`src/rtl/uart_pkg.sv`:
```
// Shared UART definitions: TX/RX FSM state encoding and framing constants.
// Latency: n/a (declarations only).
// Backpressure: n/a.
package uart_pkg;

    localparam int   UART_DATA_BITS  = 8;
    localparam logic UART_IDLE_LEVEL = 1'b1;

    typedef enum logic [2:0] {
        IDLE   = 3'd0,
        START  = 3'd1,
        DATA   = 3'd2,
        PARITY = 3'd3,
        STOP   = 3'd4
    } uart_state_t;

endpackage

```
`src/rtl/sync_fifo.sv`:
```
// Generic synchronous FIFO with occupancy count; pointers wrap modulo DEPTH.
// Latency: a pushed entry is visible on pop_data/empty the cycle after the push edge.
// Backpressure: push is ignored while full, pop is ignored while empty (full/empty are registered-state based).
module sync_fifo #(
    parameter int WIDTH = 8,
    parameter int DEPTH = 8
) (
    input  logic                   clk,
    input  logic                   rst,
    input  logic                   push,
    input  logic [WIDTH-1:0]       push_data,
    input  logic                   pop,
    output logic [WIDTH-1:0]       pop_data,
    output logic                   full,
    output logic                   empty,
    output logic [$clog2(DEPTH):0] level
);

    localparam int AW = $clog2(DEPTH);
    localparam int LW = AW + 1;

    logic [WIDTH-1:0] mem [DEPTH];
    logic [AW-1:0]    wr_ptr;
    logic [AW-1:0]    rd_ptr;
    logic [LW-1:0]    level_q;
    logic             push_ok;
    logic             pop_ok;

    assign full     = (level_q == LW'(DEPTH));
    assign empty    = (level_q == '0);
    assign level    = level_q;
    assign pop_data = mem[rd_ptr];
    assign push_ok  = push && !full;
    assign pop_ok   = pop && !empty;

    // Storage array: written only on an accepted push, no reset needed.
    always_ff @(posedge clk) begin
        if (push_ok) begin
            mem[wr_ptr] <= push_data;
        end
    end

    // Pointers and occupancy; simultaneous push and pop leaves the level unchanged.
    always_ff @(posedge clk) begin
        if (rst) begin
            wr_ptr  <= '0;
            rd_ptr  <= '0;
            level_q <= '0;
        end else begin
            if (push_ok) begin
                wr_ptr <= wr_ptr + AW'(1);
            end
            if (pop_ok) begin
                rd_ptr <= rd_ptr + AW'(1);
            end
            case ({push_ok, pop_ok})
                2'b10:   level_q <= level_q + LW'(1);
                2'b01:   level_q <= level_q - LW'(1);
                default: level_q <= level_q;
            endcase
        end
    end

endmodule

```
`src/rtl/uart_tx_fifo.sv`:
```
// 8N1 UART transmitter fed by a byte FIFO; optional parity bit under UART_TX_PARITY_EN.
// Latency: a byte pushed into an empty FIFO with the line idle and tx_en=1 starts its start bit one edge later.
// Backpressure: wready drops when the FIFO is full; frames continue back-to-back while tx_en=1 and data is queued.
module uart_tx_fifo
    import uart_pkg::*;
#(
    parameter int DEPTH = 8,
    parameter int DIV_W = 16
) (
    input  logic                   HCLK,
    input  logic                   HRESET,
    input  logic [DIV_W-1:0]       baud_div,
    input  logic                   tx_en,
`ifdef UART_TX_PARITY_EN
    input  logic                   parity_odd,
`endif
    input  logic [7:0]             wdata,
    input  logic                   wvalid,
    output logic                   wready,
    output logic                   UART_TX,
    output logic                   busy,
    output logic [$clog2(DEPTH):0] fifo_level,
    output logic                   fifo_empty
);

    localparam int         BIT_W    = $clog2(UART_DATA_BITS);
    localparam logic [2:0] BIT_LAST = BIT_W'(UART_DATA_BITS - 1);

    uart_state_t                 state_q, state_d;
    logic [DIV_W-1:0]            cnt_q, cnt_d;
    logic [BIT_W-1:0]            bit_q, bit_d;
    logic [UART_DATA_BITS-1:0]   shift_q, shift_d;
    logic [UART_DATA_BITS-1:0]   fifo_rd_data;
    logic [DIV_W-1:0]            div_eff;
    logic                        fifo_full;
    logic                        bit_end;
    logic                        load;
    logic                        pop;
`ifdef UART_TX_PARITY_EN
    logic                        par_q, par_d;
`endif

    sync_fifo #(
        .WIDTH (UART_DATA_BITS),
        .DEPTH (DEPTH)
    ) u_fifo (
        .clk       (HCLK),
        .rst       (HRESET),
        .push      (wvalid),
        .push_data (wdata),
        .pop       (pop),
        .pop_data  (fifo_rd_data),
        .full      (fifo_full),
        .empty     (fifo_empty),
        .level     (fifo_level)
    );

    assign wready  = !fifo_full;
    assign busy    = (state_q != IDLE);
    // A divisor of 0 would stall the bit counter, so it is clamped to 1.
    assign div_eff = (baud_div == '0) ? DIV_W'(1) : baud_div;
    // cnt_q is always >= 1 while busy; <= keeps a corrupted 0 from stalling forever.
    assign bit_end = (cnt_q <= DIV_W'(1));

    // Next-state logic: bit timing, LSB-first shifting and FIFO pop at frame start.
    always_comb begin
        state_d = state_q;
        cnt_d   = cnt_q;
        bit_d   = bit_q;
        shift_d = shift_q;
        load    = 1'b0;
        pop     = 1'b0;
`ifdef UART_TX_PARITY_EN
        par_d   = par_q;
`endif
        // Reload at every bit boundary so a baud_div change lands on the next bit.
        if (state_q != IDLE) begin
            cnt_d = bit_end ? div_eff : (cnt_q - DIV_W'(1));
        end
        case (state_q)
            IDLE: begin
                if (tx_en && !fifo_empty) begin
                    load = 1'b1;
                end
            end
            START: begin
                if (bit_end) begin
                    state_d = DATA;
                    bit_d   = '0;
                end
            end
            DATA: begin
                if (bit_end) begin
                    shift_d = shift_q >> 1;
                    if (bit_q == BIT_LAST) begin
`ifdef UART_TX_PARITY_EN
                        state_d = PARITY;
`else
                        state_d = STOP;
`endif
                    end else begin
                        bit_d = bit_q + BIT_W'(1);
                    end
                end
            end
            PARITY: begin
                if (bit_end) begin
                    state_d = STOP;
                end
            end
            STOP: begin
                // Chain straight into the next start bit when more data is waiting.
                if (bit_end) begin
                    if (tx_en && !fifo_empty) begin
                        load = 1'b1;
                    end else begin
                        state_d = IDLE;
                    end
                end
            end
            default: state_d = IDLE;
        endcase
        if (load) begin
            pop     = 1'b1;
            shift_d = fifo_rd_data;
            cnt_d   = div_eff;
            state_d = START;
`ifdef UART_TX_PARITY_EN
            // Parity is fixed at pop since the data bits are shifted out later.
            par_d   = (^fifo_rd_data) ^ parity_odd;
`endif
        end
    end

    // FSM, baud counter and shift register; reset aborts any frame in flight.
    always_ff @(posedge HCLK) begin
        if (HRESET) begin
            state_q <= IDLE;
            cnt_q   <= '0;
            bit_q   <= '0;
            shift_q <= '0;
`ifdef UART_TX_PARITY_EN
            par_q   <= 1'b0;
`endif
        end else begin
            state_q <= state_d;
            cnt_q   <= cnt_d;
            bit_q   <= bit_d;
            shift_q <= shift_d;
`ifdef UART_TX_PARITY_EN
            par_q   <= par_d;
`endif
        end
    end

    // Line level decoded from the registered state.
    always_comb begin
        UART_TX = UART_IDLE_LEVEL;
        case (state_q)
            START:   UART_TX = 1'b0;
            DATA:    UART_TX = shift_q[0];
`ifdef UART_TX_PARITY_EN
            PARITY:  UART_TX = par_q;
`endif
            default: UART_TX = UART_IDLE_LEVEL;
        endcase
    end

endmodule

```
`config.mk`:
```
export PLATFORM = sky130hd
export DESIGN_NAME = uart_tx_fifo
export DESIGN_NICKNAME = d
export VERILOG_FILES = /design/src/rtl/uart_pkg.sv /design/src/rtl/sync_fifo.sv /design/src/rtl/uart_tx_fifo.sv
export SDC_FILE = /design/constraint.sdc
export NUM_CORES = 1
export LEC_CHECK = 0
export ABC_AREA = 0
export CAP_MARGIN = 20
export CORE_MARGIN = 1
export CORE_UTILIZATION = 25
export CTS_BUF_LIST = sky130_fd_sc_hd__clkbuf_4 sky130_fd_sc_hd__clkbuf_8
export DETAILED_ROUTE_END_ITERATION = 8
export SYNTH_ARGS = -nofsm -noshare
export SYNTH_HDL_FRONTEND = slang
export SYNTH_HIERARCHICAL = 1
export SYNTH_SLANG_ARGS = --single-unit
export TNS_END_PERCENT = 1
```
`constraint.sdc`:
```
create_clock -name HCLK -period 3 [get_ports HCLK]
set_clock_uncertainty 0.1 [all_clocks]
set_input_delay 0.9 -clock HCLK [delete_from_list [all_inputs] [get_ports HCLK]]
set_output_delay 0.9 -clock HCLK [all_outputs]
set_load 0.02 [all_outputs]
```
### Word-level counts from Yosys, hierarchy flattened

Memory sizes are Yosys's and may differ from the RTL's. A register that Yosys moved wholly into a read port is not among the register bits.
Index checks and enable logic that the tools add are counted.

* mux-type cells: 29
* add/sub/neg operators: 6
* reduce and logical (&&, ||, !) cells: 19
* bitwise logic cells: 1
* magnitude comparators: 1
* equality and inequality tests: 22

Operators with widths (number)
* two-way mux 16 bit: 4
* two-way mux 3 bit: 11
* two-way mux 8 bit: 3
* inequality test 3 bit (second input constant): 6
* <= comparator 16 x 1 -> 1 bit (second input constant): 1
* zero test 16 bit: 1
* inequality test 2 bit (second input constant): 8
* subtractor 16 x 1 -> 16 bit (second input constant): 1
* case mux 3 bit (5 select lines): 1
* AND reduction 7 bit: 2
* nonzero test 2 bit: 5
* adder 3 x 1 -> 3 bit (second input constant): 3
* case mux 4 bit (2 select lines): 1
* equality test 3 x 2 -> 1 bit (second input constant): 2
* equality test 3 bit (second input constant): 2
* two-way mux 1 bit: 6
* case mux 3 bit (2 select lines): 1
* adder 4 x 1 -> 4 bit (second input constant): 1
* equality test 4 bit (second input constant): 1
* zero test 4 bit: 1
* case mux 1 bit (2 select lines): 2
* AND reduction 4 bit: 1
* subtractor 4 x 1 -> 4 bit (second input constant): 1
* equality test 3 x 1 -> 1 bit (second input constant): 1
* 9 further kinds: 12

* bits of input ports: 28
* memories: 1
* logic and storage cells: 87
* RAM bits: 64
* register bits after elaboration: 40
* output and inout port bits: 8

Memory list
* u_fifo.mem: depth 8, width 8, read ports 1, clocked after memory_dff 1, wr ports 1, line sync_fifo.sv:22 `logic [WIDTH-1:0] mem [DEPTH];`

### Depth between registers and ports, before layout

Gate-level depths: netlist of run 1.

* depth in word-level cells: 10
* mapped depth: 14
* gate-level depth less buffers: 14

### Cells and area by module

Netlist of run 1, hierarchy kept.

By module, submodules not included
* sync_fifo: seq. area each 2182.1 µm², area each 3151.8 µm², times used 1, cells an instance 167
* uart_tx_fifo: seq. area each 600.6 µm², area each 1880.6 µm², times used 1, cells an instance 226

### Least setup slack after synthesis of run 1

OpenSTA, ideal clock, no wires.

* path kind: register -> register
* start: register u_fifo.level_q[1], in the netlist u_fifo/level[1]
* end: register u_fifo.level_q[2], in the netlist u_fifo/level[2]
* data arrival time: 3.386 ns
* data required time: 2.830 ns
* stages on the path, launching flop included: 15
* path buffers: 1
* slack: -0.556 ns
* cells stage by stage: dfxtp_1 -> buf_6 -> nor4_1 -> nor2b_1 -> and3_1 -> a21oi_1 -> inv_1 -> o41a_1 -> ha_1 -> xor2_1 -> ha_1 -> a21oi_1 -> xor2_1 -> or3_1 -> a21oi_1

* word-level cells in the longest chain between the ends: 10
* elaborated cells between the ends (all ways): 17
* those cells by class: add/sub (2); eq/ne (3); mux (5); reduce/logical (7)

Ends and longest elaborated chain
* start, declared: line sync_fifo.sv:25 `logic [LW-1:0] level_q;`
* start signal, assigned: line sync_fifo.sv:57 `2'b10: level_q <= level_q + LW'(1);`
* start signal, assigned: line sync_fifo.sv:58 `2'b01: level_q <= level_q - LW'(1);`
* start signal, assigned: line sync_fifo.sv:59 `default: level_q <= level_q;`
* zero test 4 bit (*): line sync_fifo.sv:30 `assign empty = (level_q == '0);`
* named net fifo_empty: line uart_tx_fifo.sv:23 `output logic fifo_empty`
* zero test 1 bit (*): line uart_tx_fifo.sv:82, uart_tx_fifo.sv:114
* logical AND 1 bit (*): line uart_tx_fifo.sv:82, uart_tx_fifo.sv:114
* two-way mux 1 bit (*): line uart_tx_fifo.sv:82, uart_tx_fifo.sv:114
* two-way mux 1 bit: line uart_tx_fifo.sv:113 `if (bit_end) begin`
* case mux 1 bit (2 select lines) (*): line uart_tx_fifo.sv:80 `case (state_q)`
* named net load: line uart_tx_fifo.sv:37 `logic load;`
* two-way mux 1 bit (*): line uart_tx_fifo.sv:123 `if (load) begin`
* logical AND 1 bit (*): line sync_fifo.sv:34 `assign pop_ok = pop && !empty;`
* named net u_fifo.pop_ok: line sync_fifo.sv:27 `logic pop_ok;`
* equality test 2 x 1 -> 1 bit / equality test 2 bit (equally long branches): line sync_fifo.sv:56 `case ({push_ok, pop_ok})`
* case mux 4 bit (2 select lines) / nonzero test 2 bit (equally long branches)

The timed path passes the listed nets; every way through them passes the cells marked *.
A chain may end at the register's enable or synchronous reset.

### Worst setup path after layout of run 1

* start: register cnt_q[8]
* end: register u_fifo.level_q[3], in the netlist u_fifo/level[3]

* word-level cells in the longest chain between the ends: 7
* elaborated cells between the ends (all ways): 9
* those cells by class: order compare (1); eq/ne (2); mux (4); reduce/logical (2)

Ends and longest elaborated chain
* start, declared: line uart_tx_fifo.sv:30 `logic [DIV_W-1:0] cnt_q, cnt_d;`
* start signal, assigned: line uart_tx_fifo.sv:147 `cnt_q <= cnt_d;`
* <= comparator 16 x 1 -> 1 bit (*): line uart_tx_fifo.sv:63 `assign bit_end = (cnt_q <= DIV_W'(1));`
* two-way mux 1 bit (*): line uart_tx_fifo.sv:113
* case mux 1 bit (2 select lines) (*): line uart_tx_fifo.sv:80
* named net load: line uart_tx_fifo.sv:37
* two-way mux 1 bit (*): line uart_tx_fifo.sv:123
* logical AND 1 bit (*): line sync_fifo.sv:34
* named net u_fifo.pop_ok: line sync_fifo.sv:27
* equality test 2 x 1 -> 1 bit / equality test 2 bit (equally long branches): line sync_fifo.sv:56
* case mux 4 bit (2 select lines) / nonzero test 2 bit (equally long branches)

Marked as above.

==> results of run 1 <==
-- power by group through the flow --
stage | combinational (mW) | clock (mW) | sequential [mW]
finish | 2.63 | 0.827 | 1.91
global route | 2.86 | 0.902 | 1.93
CTS | 2.54 | 0.852 | 1.90
detailed placement | 2.52 | 0 | 1.94
global placement | 2.48 | 0 | 1.92
floorplan | 1.64 | 0 | 1.92
-- cells in the mapped netlist (8+ instances only) --
master / instances
edfxtp_1: 64
dfxtp_1: 43
nor2_1: 26
a21oi_1: 25
nand2_1: 18
nand3_1: 14
nor3_1: 11
mux2_2: 10
nor4_1: 10
ha_1: 9
inv_1: 9
mux2i_1: 8
mux4_1: 8
mux4_2: 8
nand3b_1: 8
o21ai_0: 8
-- flip-flops by register name, summed over array words and instances (netlist names), named ones only --
| name | count |
|---|---|
| u_fifo/mem | 64 |
| cnt_q | 16 |
| shift_q | 8 |
| u_fifo/level | 4 |
| bit_q | 3 |
| state_q | 3 |
| u_fifo/rd_ptr | 3 |
| u_fifo/wr_ptr | 3 |
-- layout by cell type (no fill, tap or decap), types with 3 or more instances in the layout --
master / instances
nand3b_1: 8
clkbuf_8: 9
clkdlybuf4s50_1: 33
nand2b_1: 5
mux4_1: 8
nand2_1: 18
buf_4: 50
mux2_2: 10
nand4_1: 3
o21ai_0: 8
nand3_1: 14
nor2_2: 3
nor3_1: 11
nor3b_1: 6
dfxtp_1: 41
a21oi_2: 4
a32oi_1: 3
mux2i_1: 8
a21oi_1: 22
xor2_1: 4
o22ai_1: 3
a211o_1: 4
a22oi_1: 6
nor2_1: 24
or3_1: 3
mux4_2: 8
a31oi_1: 3
ha_1: 6
edfxtp_1: 64
nor4_1: 9
inv_1: 8
nor2b_1: 3
-- logic make-up after synthesis --
group           Yosys count
fa+ha+maj                 9
flops                   107
buf+inv                  30
simple gates            127
compound gates           79
mux                      34
xor+xnor                  7
-- critical path: stages, from the launching register on --
cell      delay, ns
dfxtp_2        0.36
or4_4          0.53
nor4_4         0.33
a21oi_2        0.12
inv_2          0.08
o41a_1         0.24
ha_2           0.24
buf_4          0.13
nand2b_1       0.05
a211o_1        0.27
a21oi_2        0.13
mux2_2         0.34
-- per-stage QoR --
step           TNS, ns  cell area (µm²)  hold WS [ns]  utilization, %
3_3_place_gp     -1.11             5960         0.353            30.4
5_1_grt         -0.307             6220         0.417            31.7
2_1_floorplan  -0.0281             5070         0.344               -
3_5_place_dp     -1.43             5960         0.372            30.4
6_report       -0.0773             6220         0.384            31.7
4_1_cts         -0.176             6140         0.387            31.4
-- area by class of cell --
| cell class | instances | area, µm² |
|---|---|---|
| inverter | 9 | 33.8 |
| clock buffer | 10 | 131 |
| timing repair buffer | 85 | 727 |
| clock inverter | 6 | 46.3 |
| sequential | 107 | 2790 |
| multi-input combinational | 256 | 2160 |
| tap | 265 | 332 |
| fill | 1956 | 13400 |
-- worst min path at each step --
stage / end / cells after the start
floorplan: bit_q[0] / 2
global placement: bit_q[0] / 2
detailed placement: bit_q[0] / 2
CTS: bit_q[0] / 2
global route: shift_q[0] / 2
finish: bit_q[0] / 2
-- layer usage --
layer,vias to the layer above,routed length (µm)
met5,-,0
met4,0,176
met3,13,436
met2,69,5680
met1,1719,5120
li1,1690,-
-- what timing repair did --
item / 4_1_cts / 5_1_grt
cloned: 0 / 0
hold buffers: 0 / 0
buffers inserted: 0 / 4
gates resized for setup: 2 / 12
pin swaps: 0 / 6
endpoints found under the setup margin: 3 / 3
==> qor.yml, run 1 <==
sta:
  finalCriticalPeriod_ns: 3.05
  setup_slack_ns: -0.0488
  worst_pin_slew_ns: 0.753
  setup_violations: 2
  relSlewSlack_pct: 49.8
  hold_violations: 0
  drv_slew: 0
  timing.fmax_ghz: 0.328
  rsz0062_at_grt: "true"
  finalCritPeriodShare_pct: 102
synth:
  synthAdderAreaFrac_pct: 2.24
  ys_async_sr_fraction_pct: 0
  synth-seq-cells: 107
  synth_mux_area_share_pct: 11.6
  postSynthAreaPerCell_um2: 12.8
  synth_cell_types: 72
  synth-simple-area-share_pct: 14.8
  synthCells: 393
  synth_nets: 430
  synth_compound_area_share_pct: 11.4
  synth_top_family_by_area: "simple AND/OR/NAND/NOR gates"
  synth_edf_count: 64
  netlist_top_cells_area: "edfxtp_1 (38%), dfxtp_1 (17%), mux4_1 (4.2%)"
  synth_top_area_share_pct: 38.2
  yosysWarnings: 6
  netlist_area_mm2: 0.00503
  synthFlopType: "edfxtp_1"
  synth_xor_area_share_pct: 1.37
  synth_largest_area_cell: "edfxtp_1"
  ys_seq_area_share_pct: 55.3
place:
  dp_cells: 718
  dp_hpwl_um: 8100
  pre_cts_ws_ns: -0.587
  gp_congestion: 0.916
  io_buffers: 35
grt:
  antenna_found_initial: 0
  grt.met3_usage_pct: 2.17
  grt_max_degree: 19
  grt_pass1_wl_um: 18200
  gr-total-overflow: 0
  busiest_layer: "met2"
  grt_usage_pct: 11.7
  grt_util_met2_pct: 19.6
  grt_pass1_vias: 3509
  use_met1_pct: 14.4
pwr:
  p_sw_share_pct: 38.6
  p_seq_share_pct: 35.6
  p_comb_share_pct: 49.0
  total_leakage_power_nw: 2.16
  switching_power_mw: 2.07
  power.internal_mw: 3.29
  vdd_ir_drop_max_mv: 0.373
  total_power_mw: 5.36
  p_clk_share_pct: 15.4
  p_per_area_mw_per_mm2: 862
setup_path:
  worstSetupPathType: "flip-flop to flip-flop"
  reg2regPathDepth: 11
  critPathLaunch: "cnt_q[8]"
  rr_endpoint: "u_fifo/level[3]"
  r2r_start: "cnt_q[8]"
  reg2reg_slack_ns: -0.05
  path_max_fanout: 4
  endpoint_kind: "flip-flop"
  critPathArrivalTime_ns: 3.22
  worstPathRequired_ns: 3.17
  crit_path_end: "u_fifo/level[3]"
  worst_setup_path_start_kind: "flip-flop"
clock_tree:
  cts.path.max_buffers: 2
  insertion_delay_ns: 0.39
  cts_tree: "yes"
  path_clk_slew_ns: 0.11
  cts_num_sinks: 107
  numCtsBuffers: 9
  cts_max_level: 3
  cts_root_buf: "clkbuf_8"
cells_and_area:
  drive_gt1_share_pct: 25.2
  fin_cells: 738
  nets: 505
  diodes: 0
  area_growth_pct: 23.5
routing:
  ant_nets: 0
  totalWireLength_um: 11400
  vias_per_cell: 4.73
  route.detailed.drc: 0
  wl_per_cell_um: 15.5
  drt-initial-drc-count: 218
  vias: 3491
  dr.pass1.iters: 4
die:
  fp.dieW_um: 144
  io_pins: 36
  dieHeight_um: 144
  initial_core_util_pct: 25.7
  die_area_mm2: 0.0207
  core_area_mm2: 0.0196
  num_rows: 51
hold_path:
  min_from: "bit_q[0]"
  min_path_type: "flip-flop to flip-flop"
flow_run:
  cap_violations: 0
status:
  violations: "setup timing"
  status: "finished with violations"
No activity file was read; power rests on OpenSTA's default activity.
==> run 2, diff against run 1 <==
--- a/config.mk
+++ b/config.mk
@@ -7,10 +7,12 @@
 export LEC_CHECK = 0
 export ABC_AREA = 0
 export CAP_MARGIN = 20
-export CORE_MARGIN = 1
+export CORE_MARGIN = 4
 export CORE_UTILIZATION = 25
 export CTS_BUF_LIST = sky130_fd_sc_hd__clkbuf_4 sky130_fd_sc_hd__clkbuf_8
 export DETAILED_ROUTE_END_ITERATION = 8
+export SETUP_SLACK_MARGIN = 0.4
+export SLEW_MARGIN = 20
 export SYNTH_ARGS = -nofsm -noshare
 export SYNTH_HDL_FRONTEND = slang
 export SYNTH_HIERARCHICAL = 1
==> run 2 against run 1 <==
  * The run now ends clean
  * Combinational power shrank 2%
  * Register-to-register slack gained 0.096 ns
  * Utilization shrank 0.18 points
  * Die area grew 8.5%
==> qor.yml, run 2 (synthesis gave the netlist of run 1 again) <==
pwr:
  total_power_mw: 5.39  # +0.49%
  p_per_area_mw_per_mm2: 869  # +0.73%
  vdd_ir_drop_max_mv: 0.382  # +2.3%
  total_leakage_power_nw: 2.16  # about the same
cells_and_area:
  largest_reg_flops: 64  # unchanged
  final_common_cell: "edfxtp_1"
  largestRegisters: "u_fifo/mem: 64 flops, cnt_q: 16 flops, shift_q: 8 flops"
  nets: 501  # -0.79%
  final_cell_mix: "edfxtp_1 (64), buf_4 (45), dfxtp_1 (37), clkdlybuf4s50_1 (29), nor2_1 (24)"
  fin_cells: 734  # -0.54%
  largest-register: "u_fifo/mem"
  nFillCells: 2001  # +2.3%
  drive_gt1_share_pct: 26.0  # +0.85 points
  diodes: 0  # unchanged
  stdcell_area_mm2: 0.00620  # -0.24%
  area_growth_pct: 23.2
routing:
  wl_per_cell_um: 15.7  # +1.3%
  dr.pass1.iters: 4  # unchanged
  drt-initial-drc-count: 271  # +24%
  ant_nets: 0  # unchanged
  vias_per_cell: 4.70  # -0.58%
  vias: 3452  # -1.1%
  totalWireLength_um: 11500  # +0.75%
  route.detailed.drc: 0  # unchanged
sta:
  drv_slew: 0  # unchanged
  relSlewSlack_pct: 48.2  # -1.6 points
  timing.setup.tns_ns: 0  # +0.0773 ns
  rsz0062_at_grt: "true"
  hold_slack_ns: 0.384  # +0.000114 ns
  setup_violations: 0  # -2
  timing.fmax_ghz: 0.339  # +3.2%
  finalCriticalPeriod_ns: 2.95  # -0.0959 ns
  hold_violations: 0  # unchanged
  worst_pin_slew_ns: 0.776  # +0.0239 ns
  finalCritPeriodShare_pct: 98.4  # -3.2 points
clock_tree:
  insertion_delay_ns: 0.38  # about the same
  cts_num_sinks: 107  # unchanged
  cts.path.max_buffers: 2  # unchanged
  cts_root_buf: "clkbuf_8"
  path_clk_slew_ns: 0.12  # about the same
  numCtsBuffers: 9  # unchanged
  cts_tree: "yes"
  cts_max_level: 3  # unchanged
grt:
  grt_util_met2_pct: 18.2  # -1.4 points
  busiest_layer: "met2"
  grt_pass1_wl_um: 18600  # +2.3%
  gr-total-overflow: 0  # unchanged
  antenna_found_initial: 0  # unchanged
  grt.met3_usage_pct: 2.51  # +0.35 points
  grt_max_degree: 22  # +3
  grt_pass1_vias: 3556  # +1.3%
  grt_usage_pct: 10.6  # -1.0 points
  use_met1_pct: 13.3  # -1.2 points
die:
  core_area_mm2: 0.0197  # +0.33%
  num_rows: 51  # unchanged
  io_pins: 36  # unchanged
  dieHeight_um: 150  # +4.2%
  initial_core_util_pct: 25.6  # -0.083 points
  fp.dieW_um: 150  # +4.2%
  die_area_mm2: 0.0225  # +8.5%
setup_path:
  critPathArrivalTime_ns: 3.12  # -0.10 ns
  cp_slowest_cell: "or4_4"
  r2r_start: "cnt_q[8]"
  worstSetupPathType: "flip-flop to flip-flop"
  path_max_fanout: 4  # unchanged
  critical_path.max_stage_delay_ns: 0.57  # +0.04 ns
  cpMostUsedCell: "a21oi_2"
  critical_path.cell_chain: "or4_4 > nor4_4 > a21oi_2 > inv_2 > o41a_1 > ha_2 > buf_4 > nand2b_1 > a211o_1 > a21oi_2 > mux2_2"
  endpoint_kind: "flip-flop"
  worst_setup_path_start_kind: "flip-flop"
  worstPathRequired_ns: 3.16  # about the same
  critPathLaunch: "cnt_q[8]"
hold_path:
  min_from: "bit_q[0]"
  min_path_type: "flip-flop to flip-flop"
status:
  status: "complete, no violations"
place:
  dp_cells: 716  # -0.28%
  io_buffers: 35  # unchanged
  placed_cell_area_mm2: 0.00596  # about the same
  gp_congestion: 0.891  # -2.7%
  dp_hpwl_um: 8170  # +0.88%
flow_run:
  cap_violations: 0  # unchanged
## run 2: repair_timing
action | in CTS | in global routing
pin swaps | 8 | 2
resized for setup | 22 | 5
hold buffers | 0 | 0
setup endpoints to repair | 8 | 9
buffers inserted | 2 | 0
hold endpoints to repair | 0 | 0
## run 2: final cells by class
cell class | count | area, µm² | share of cell area (%)
clock buffer | 9 | 124 | 2.00
clock inverter | 7 | 70.1 | 1.13
inverter | 9 | 33.8 | 0.545
multi-input combinational | 256 | 2150 | 34.7
sequential | 107 | 2790 | 45.0
tap | 265 | 332 | 5.35
timing repair buffer | 81 | 703 | 11.3
## run 2: final timing paths
kind	end	slack, ns	cells past startpoint
min	bit_q[0]	0.38	2
max reg2reg	u_fifo/level[3]	0.05	11
min reg2reg	bit_q[0]	0.38	2
max	u_fifo/level[3]	0.05	11
## run 2: routing by layer
| layer | wire length [µm] | up-vias | share of wire, % |
|---|---|---|---|
| met5 | 0 | - | 0 |
| met4 | 103 | 0 | 0.90 |
| met3 | 715 | 7 | 6.2 |
| met2 | 5770 | 96 | 50 |
| met1 | 4910 | 1663 | 43 |
| li1 | - | 1686 | - |
## run 2: power by group
part / leakage, nW / internal (mW) / switching, mW / total, mW
clock: 0.103 / 0.332 / 0.549 / 0.880
combinational: 1.12 / 1.20 / 1.39 / 2.58
sequential: 0.935 / 1.75 / 0.169 / 1.92
## run 2: critical path, delay by kind of cell (launching register included)
| family | cells | cell delay (ns) |
|---|---|---|
| buffers and inverters | 2 | 0.20 |
| muxes | 1 | 0.34 |
| AOI/OAI and AO/OA | 4 | 0.77 |
| DFF | 1 | 0.36 |
| adders and majority gates | 1 | 0.22 |
| and+or+nand+nor | 3 | 0.84 |
## run 2: metrics by stage
step	util, %	setup WS, ns
finish	31.6	0.0471
CTS	31.6	0.0253
floorplan	-	-0.0149
detailed placement	30.3	-0.601
global placement	30.3	-0.495
global route	31.6	-0.131
